<file path="config.mk">
export PLATFORM = sky130hd
export DESIGN_NAME = sevenseg_reader
export DESIGN_NICKNAME = d
export VERILOG_FILES = /design/src/rtl/sevenseg_pkg.sv /design/src/rtl/sevenseg_evt_buf.sv /design/src/rtl/sevenseg_reader.sv
export SDC_FILE = /design/constraint.sdc
export NUM_CORES = 1
export LEC_CHECK = 0
export ABC_AREA = 1
export CORE_UTILIZATION = 40
export DETAILED_ROUTE_END_ITERATION = 7
export MAX_ROUTING_LAYER = met4
export SETUP_SLACK_MARGIN = 0.2
export SKIP_CTS_REPAIR_TIMING = 1
export SKIP_LAST_GASP = 1
export SYNTH_ARGS = -nofsm -noshare
export SYNTH_HDL_FRONTEND = slang
export SYNTH_HIERARCHICAL = 1
export SYNTH_SLANG_ARGS = --single-unit
</file>
<file path="constraint.sdc">
create_clock -name clk -period 6.3 [get_ports clk]
set_input_delay 1.575 -clock clk [delete_from_list [all_inputs] [get_ports clk]]
set_output_delay 1.575 -clock clk [all_outputs]
set_load 0.02 [all_outputs]
</file>
<file path="src/rtl/sevenseg_pkg.sv">
// sevenseg_pkg: segment-pattern constants, reader FSM states and the shared segment decoder.
// Segment patterns are {a,b,c,d,e,f,g} with bit 6 = a, active-high.
// SEVENSEG_READER_HEX_EN: when defined, seg_decode also accepts the A..F glyphs.
package sevenseg_pkg;
    localparam logic [6:0] SEG_0 = 7'b1111110;
    localparam logic [6:0] SEG_1 = 7'b0110000;
    localparam logic [6:0] SEG_2 = 7'b1101101;
    localparam logic [6:0] SEG_3 = 7'b1111001;
    localparam logic [6:0] SEG_4 = 7'b0110011;
    localparam logic [6:0] SEG_5 = 7'b1011011;
    localparam logic [6:0] SEG_6 = 7'b1011111;
    localparam logic [6:0] SEG_7 = 7'b1110000;
    localparam logic [6:0] SEG_8 = 7'b1111111;
    localparam logic [6:0] SEG_9 = 7'b1110011;
    localparam logic [6:0] SEG_A = 7'b1110111;
    localparam logic [6:0] SEG_B = 7'b0011111;
    localparam logic [6:0] SEG_C = 7'b1001110;
    localparam logic [6:0] SEG_D = 7'b0111101;
    localparam logic [6:0] SEG_E = 7'b1001111;
    localparam logic [6:0] SEG_F = 7'b1000111;

    typedef enum logic [1:0] {IDLE, SETTLE, HOLD} rdr_state_t;

    // Returns {ok, value}; an unrecognised pattern yields {0, 4'hF}.
    function automatic logic [4:0] seg_decode(input logic [6:0] seg);
        case (seg)
            SEG_0: return 5'h10;
            SEG_1: return 5'h11;
            SEG_2: return 5'h12;
            SEG_3: return 5'h13;
            SEG_4: return 5'h14;
            SEG_5: return 5'h15;
            SEG_6: return 5'h16;
            SEG_7: return 5'h17;
            SEG_8: return 5'h18;
            SEG_9: return 5'h19;
`ifdef SEVENSEG_READER_HEX_EN
            SEG_A: return 5'h1A;
            SEG_B: return 5'h1B;
            SEG_C: return 5'h1C;
            SEG_D: return 5'h1D;
            SEG_E: return 5'h1E;
            SEG_F: return 5'h1F;
`endif
            default: return 5'h0F;
        endcase
    endfunction
endpackage

</file>
<file path="src/rtl/sevenseg_evt_buf.sv">
// sevenseg_evt_buf: one-entry valid/ready event register with sticky overflow.
// Ports: clk, reset (async, active-high); i_push/i_idx/i_value/i_err load a new event;
// i_ready consumes; o_valid/o_idx/o_value/o_err hold the pending event; o_overflow is sticky.
module sevenseg_evt_buf (
    input  logic       clk,
    input  logic       reset,
    input  logic       i_push,
    input  logic [2:0] i_idx,
    input  logic [3:0] i_value,
    input  logic       i_err,
    input  logic       i_ready,
    output logic       o_valid,
    output logic [2:0] o_idx,
    output logic [3:0] o_value,
    output logic       o_err,
    output logic       o_overflow
);
    always_ff @(posedge clk or posedge reset) begin
        if (reset) begin
            o_valid    <= 1'b0;
            o_idx      <= '0;
            o_value    <= '0;
            o_err      <= 1'b0;
            o_overflow <= 1'b0;
        end else if (i_push && (!o_valid || i_ready)) begin
            o_valid <= 1'b1;
            o_idx   <= i_idx;
            o_value <= i_value;
            o_err   <= i_err;
        end else begin
            // A push reaching here found the slot full and unconsumed: drop it.
            if (i_ready) o_valid <= 1'b0;
            if (i_push) o_overflow <= 1'b1;
        end
    end
endmodule

</file>
<file path="src/rtl/sevenseg_reader.sv">
// sevenseg_reader: recovers per-position digit values from a multiplexed seven-segment bus.
// Ports: clk, reset (async, active-high); dig_sel (one-hot select), seg_in {a..g};
// digits/digit_ok per position; evt_valid/evt_ready/evt_idx/evt_value/evt_err event port;
// overflow sticky on a dropped event. Optional macro SEVENSEG_READER_HEX_EN adds A..F glyphs.
module sevenseg_reader
    import sevenseg_pkg::*;
#(
    parameter int NDIG   = 4,
    parameter int STABLE = 3
) (
    input  logic              clk,
    input  logic              reset,
    input  logic [NDIG-1:0]   dig_sel,
    input  logic [6:0]        seg_in,
    output logic [4*NDIG-1:0] digits,
    output logic [NDIG-1:0]   digit_ok,
    output logic              evt_valid,
    input  logic              evt_ready,
    output logic [2:0]        evt_idx,
    output logic [3:0]        evt_value,
    output logic              evt_err,
    output logic              overflow
);
    rdr_state_t      r_state;
    logic [NDIG-1:0] r_sel;
    logic [6:0]      r_seg;
    logic [7:0]      r_cnt;
    logic            w_onehot, w_new, w_cap, w_ok, w_upd, w_push, w_dok;
    logic [7:0]      w_cnt_nxt;
    logic [4:0]      w_dec;
    logic [3:0]      w_val, w_cur;
    logic [2:0]      w_idx;

    assign w_onehot  = $onehot(dig_sel);
    assign w_new     = w_onehot && (r_state == IDLE || dig_sel != r_sel || seg_in != r_seg);
    assign w_cnt_nxt = w_new ? 8'd1 : (&r_cnt ? r_cnt : r_cnt + 8'd1);
    // Capture on the edge where the count reaches STABLE; a stable pair in HOLD never recaptures.
    assign w_cap     = w_onehot && (r_state != HOLD || w_new) && w_cnt_nxt == 8'(STABLE);
    assign w_dec     = seg_decode(seg_in);
    assign w_ok      = w_dec[4];
    assign w_val     = w_dec[3:0];
    assign w_upd     = w_cap && w_ok && (!w_dok || w_cur != w_val);
    assign w_push    = w_cap && (!w_ok || w_upd);

    always_comb begin
        w_idx = '0;
        w_cur = '0;
        w_dok = 1'b0;
        for (int i = 0; i < NDIG; i++) begin
            if (dig_sel[i]) begin
                w_idx = 3'(i);
                w_cur = digits[4*i +: 4];
                w_dok = digit_ok[i];
            end
        end
    end

    always_ff @(posedge clk or posedge reset) begin
        if (reset) begin
            r_state  <= IDLE;
            r_sel    <= '0;
            r_seg    <= '0;
            r_cnt    <= '0;
            digits   <= '0;
            digit_ok <= '0;
        end else begin
            r_state <= !w_onehot ? IDLE : w_cap ? HOLD : w_new ? SETTLE : r_state;
            if (w_onehot) begin
                r_sel <= dig_sel;
                r_seg <= seg_in;
                r_cnt <= w_cnt_nxt;
            end
            for (int i = 0; i < NDIG; i++) begin
                if (w_upd && dig_sel[i]) begin
                    digits[4*i +: 4] <= w_val;
                    digit_ok[i]      <= 1'b1;
                end
            end
        end
    end

    sevenseg_evt_buf u_evt (
        .clk        (clk),
        .reset      (reset),
        .i_push     (w_push),
        .i_idx      (w_idx),
        .i_value    (w_val),
        .i_err      (!w_ok),
        .i_ready    (evt_ready),
        .o_valid    (evt_valid),
        .o_idx      (evt_idx),
        .o_value    (evt_value),
        .o_err      (evt_err),
        .o_overflow (overflow)
    );
endmodule

</file>
==> results.py <==
metrics = {
    "run_status": {
        "status": "complete, no violations",
    },
    "job": {
        "drv_cap": 0,
    },
    "sta": {
        "post-route-min-period_ns": 4.95,
        "final_max_slew_viol_count": 0,
        "rsz0062_at_grt": "no",
        "hold_viol_final": 0,
        "tightest_slew_ns": 0.631,
        "finalClockSkew_ns": 0.00865,
        "whs_ns": 0.480,
        "post-route-period-util_pct": 78.5,
        "timing.max_slew.rel_slack_pct": 57.8,
        "fmax_mhz": 202,
        "tns_ns": 0,
        "finalSetupViolCount": 0,
    },
    "clock_tree": {
        "cts_tree": "built",
        "clock-root-buffer": "clkbuf_8",
        "clk_path_buf_depth": 2,
        "clk_pin_slew_ns": 0.10,
        "clk_latency_ns": 0.31,
        "cts_buffers": 5,
        "numClockSinks": 51,
        "htreeDepth": 2,
    },
    "critical_path": {
        "cpMostUsedCell": "inv_1",
        "startpoint_type": "input pin",
        "endpoint_kind": "flip-flop",
        "critPathKind": "input pin to flip-flop",
        "worst-path-buf-inv": 6,
        "path_cells": "clkdlybuf4s50_1 -> inv_1 -> fa_1 -> inv_1 -> ha_1 -> ha_1 -> nor3_2 -> buf_4 -> inv_1 -> nor2_1 -> nand3_1 -> o21ai_0 -> inv_1",
        "rr_worst_depth": 13,
        "critPathLaunch": "dig_sel[1]",
        "worstPathRequired_ns": 6.49,
        "crit_fanout": 18,
        "reg2reg_to": "u_evt/o_idx[0]",
        "r2r_start": "r_cnt[0]",
        "cp.arrival_ns": 5.14,
        "slowest_stage": "clkdlybuf4s50_1",
        "cp_top_family": "buffers and inverters",
        "cpPeakStageDelay_ns": 0.79,
        "r2r_setup_slack_ns": 3.77,
    },
    "logic_synthesis": {
        "synth_ff_type": "dfrtp_1",
        "yosysSeqAreaShare_pct": 40.0,
        "syn_inst": 426,
        "synth-xor-area-share_pct": 0.824,
        "syn_nets": 444,
        "synth_top_family_by_area": "simple AND/OR/NAND/NOR gates",
        "synthDistinctLibCells": 42,
        "synth_compound_area_share_pct": 8.13,
        "synth-simple-area-share_pct": 39.1,
        "synth-edff-count": 0,
        "synthesis.area_sq_mm": 0.00319,
        "avgSynthCellArea_sq_um": 7.48,
        "async_flop_share_pct": 100,
        "ys_ff_latch": 51,
        "synthAdderAreaFrac_pct": 1.81,
        "ys_warn_count": 6,
        "synthMuxAreaShare_pct": 0,
    },
    "global_routing": {
        "antenna_found_initial": 0,
        "grt_pass1_wl_mm": 12.6,
        "overflow": 0,
        "grt_pass1_vias": 2694,
        "grtUsageTotal_pct": 19.3,
        "grt_max_degree": 42,
    },
    "hold_path": {
        "worstHoldPathType": "flip-flop to flip-flop",
        "hold-path-endpoint": "u_evt/o_value[1]",
        "hp-start": "u_evt/o_value[1]",
        "hold_depth": 2,
    },
    "final_layout": {
        "drive_above_1_share_pct": 10.9,
        "layout_commonest_cell": "nand2_1",
        "nets": 484,
        "most-common-layout-cells": "138 x nand2_1, 51 x dfrtp_1, 50 x inv_1",
        "seq_area_sq_mm": 0.00128,
        "antenna-diode-count": 0,
        "multi_input_area_sq_mm": 0.00160,
        "area_growth_pct": 19.0,
        "final.fill_count": 757,
    },
    "placement": {
        "place_hpwl_mm": 5.60,
        "port_buffers": 43,
        "routabilityCongestion": 0.902,
    },
    "floorplan": {
        "die_w_um": 91.3,
        "io_pins": 44,
        "fp.dieH_um": 91.3,
        "die_area_sq_mm": 0.00833,
        "core_sq_mm": 0.00773,
        "rows": 32,
        "initial_core_util_pct": 41.2,
    },
    "power_and_ir_drop": {
        "powerDensity_mw_per_mm2": 250,
        "cellLeakagePower_nw": 1.88,
        "peakVddDrop_mv": 0.0887,
    },
    "drt": {
        "final_antenna_net_count": 0,
        "drt-wirelength-per-cell_um": 12.9,
        "drt-initial-drc-count": 161,
        "avgViaCountPerCell": 5.07,
        "vias": 2887,
        "firstDrtPassIters": 4,
        "drc": 0,
        "finalWirelength_mm": 7.33,
    },
}
sequential cells by signal, summed over array words and instances (netlist names), 2 cells and up:
register and flops:
r_seg 7, digits 16, r_cnt 8, u_evt/o_value 4, digit_ok 4, r_state 2
u_evt/o_idx 3, r_sel 4
synthesized netlist by cell type (2+ instances only):
cell | count | area (sq um)
a21oi_1 | 5 | 25.0
a22o_1 | 3 | 26.3
a22oi_1 | 2 | 15.0
buf_2 | 4 | 20.0
buf_4 | 2 | 15.0
buf_6 | 3 | 33.8
clkbuf_1 | 3 | 11.3
dfrtp_1 | 51 | 1280
ha_1 | 3 | 37.5
inv_1 | 50 | 188
inv_2 | 8 | 30.0
nand2_1 | 138 | 518
nand2_2 | 2 | 12.5
nand2_4 | 5 | 56.3
nand3_1 | 20 | 100
nand3_2 | 10 | 100
nand3_4 | 4 | 70.1
nand3b_1 | 4 | 30.0
nand4_1 | 22 | 138
nor2_1 | 36 | 135
nor2_2 | 4 | 25.0
nor3_1 | 3 | 15.0
o21ai_0 | 21 | 105
o22ai_1 | 4 | 25.0
xnor2_1 | 2 | 17.5
worst max-delay path by stage:
stage               depth (start not counted)             end  slack, ns
floorplan                                  17     u_evt/o_err       2.23
global placement                           16  u_evt/o_idx[0]       1.06
detailed placement                         16     u_evt/o_err       1.06
CTS                                        16  u_evt/o_idx[0]       1.37
global route                               16  u_evt/o_idx[1]       1.04
finish                                     13        r_cnt[0]       1.35
power by group:
part           internal [mW]  switching (mW)
sequential             0.387          0.0384
clock                  0.131           0.114
combinational          0.112           0.164
cells by family after synthesis:
kind of cell,count (synthesis)
AOI/OAI and AO/OA,43
buffers and inverters,71
DFF,51
adders and majority gates,4
xor gates and xnor gates,3
other,1
and+or+nand+nor,253
layer usage:
metal	track usage (%)	wire length, um	vias up
met5	-	0	-
met2	30.6	3470	69
met3	3.35	310	7
met1	26.1	3500	1367
li1	-	-	1444
met4	4.23	55	0
stage by stage:
step                      instances  instance area, sq um  total power, mW  util [%]  setup slack (ns)
final                           569                  3790            0.947      49.1              1.35
after global routing            569                  3790             1.01      49.1              1.04
after CTS                       569                  3790            0.958      49.1              1.37
after detailed placement        561                  3670            0.711      47.5              1.06
after global placement          561                  3670            0.706      47.5              1.06
after floorplan                 426                  3190            0.606         -              2.23
worst min-delay path: cells and delay by family (launching register included):
family           cells  cell delay [ns]
flip-flops           1             0.36
AND/OR/NAND/NOR      2             0.10
area by class of cell:
cell class	count	area share, %
flip-flops and latches	51	33.6
clock buffers	6	2.18
clock inverters	2	1.02
well taps	102	3.36
multi-input cells	304	42.1
repair buffers	46	11.9
inverters	58	5.74
No activity file was read; power rests on OpenSTA's default activity.
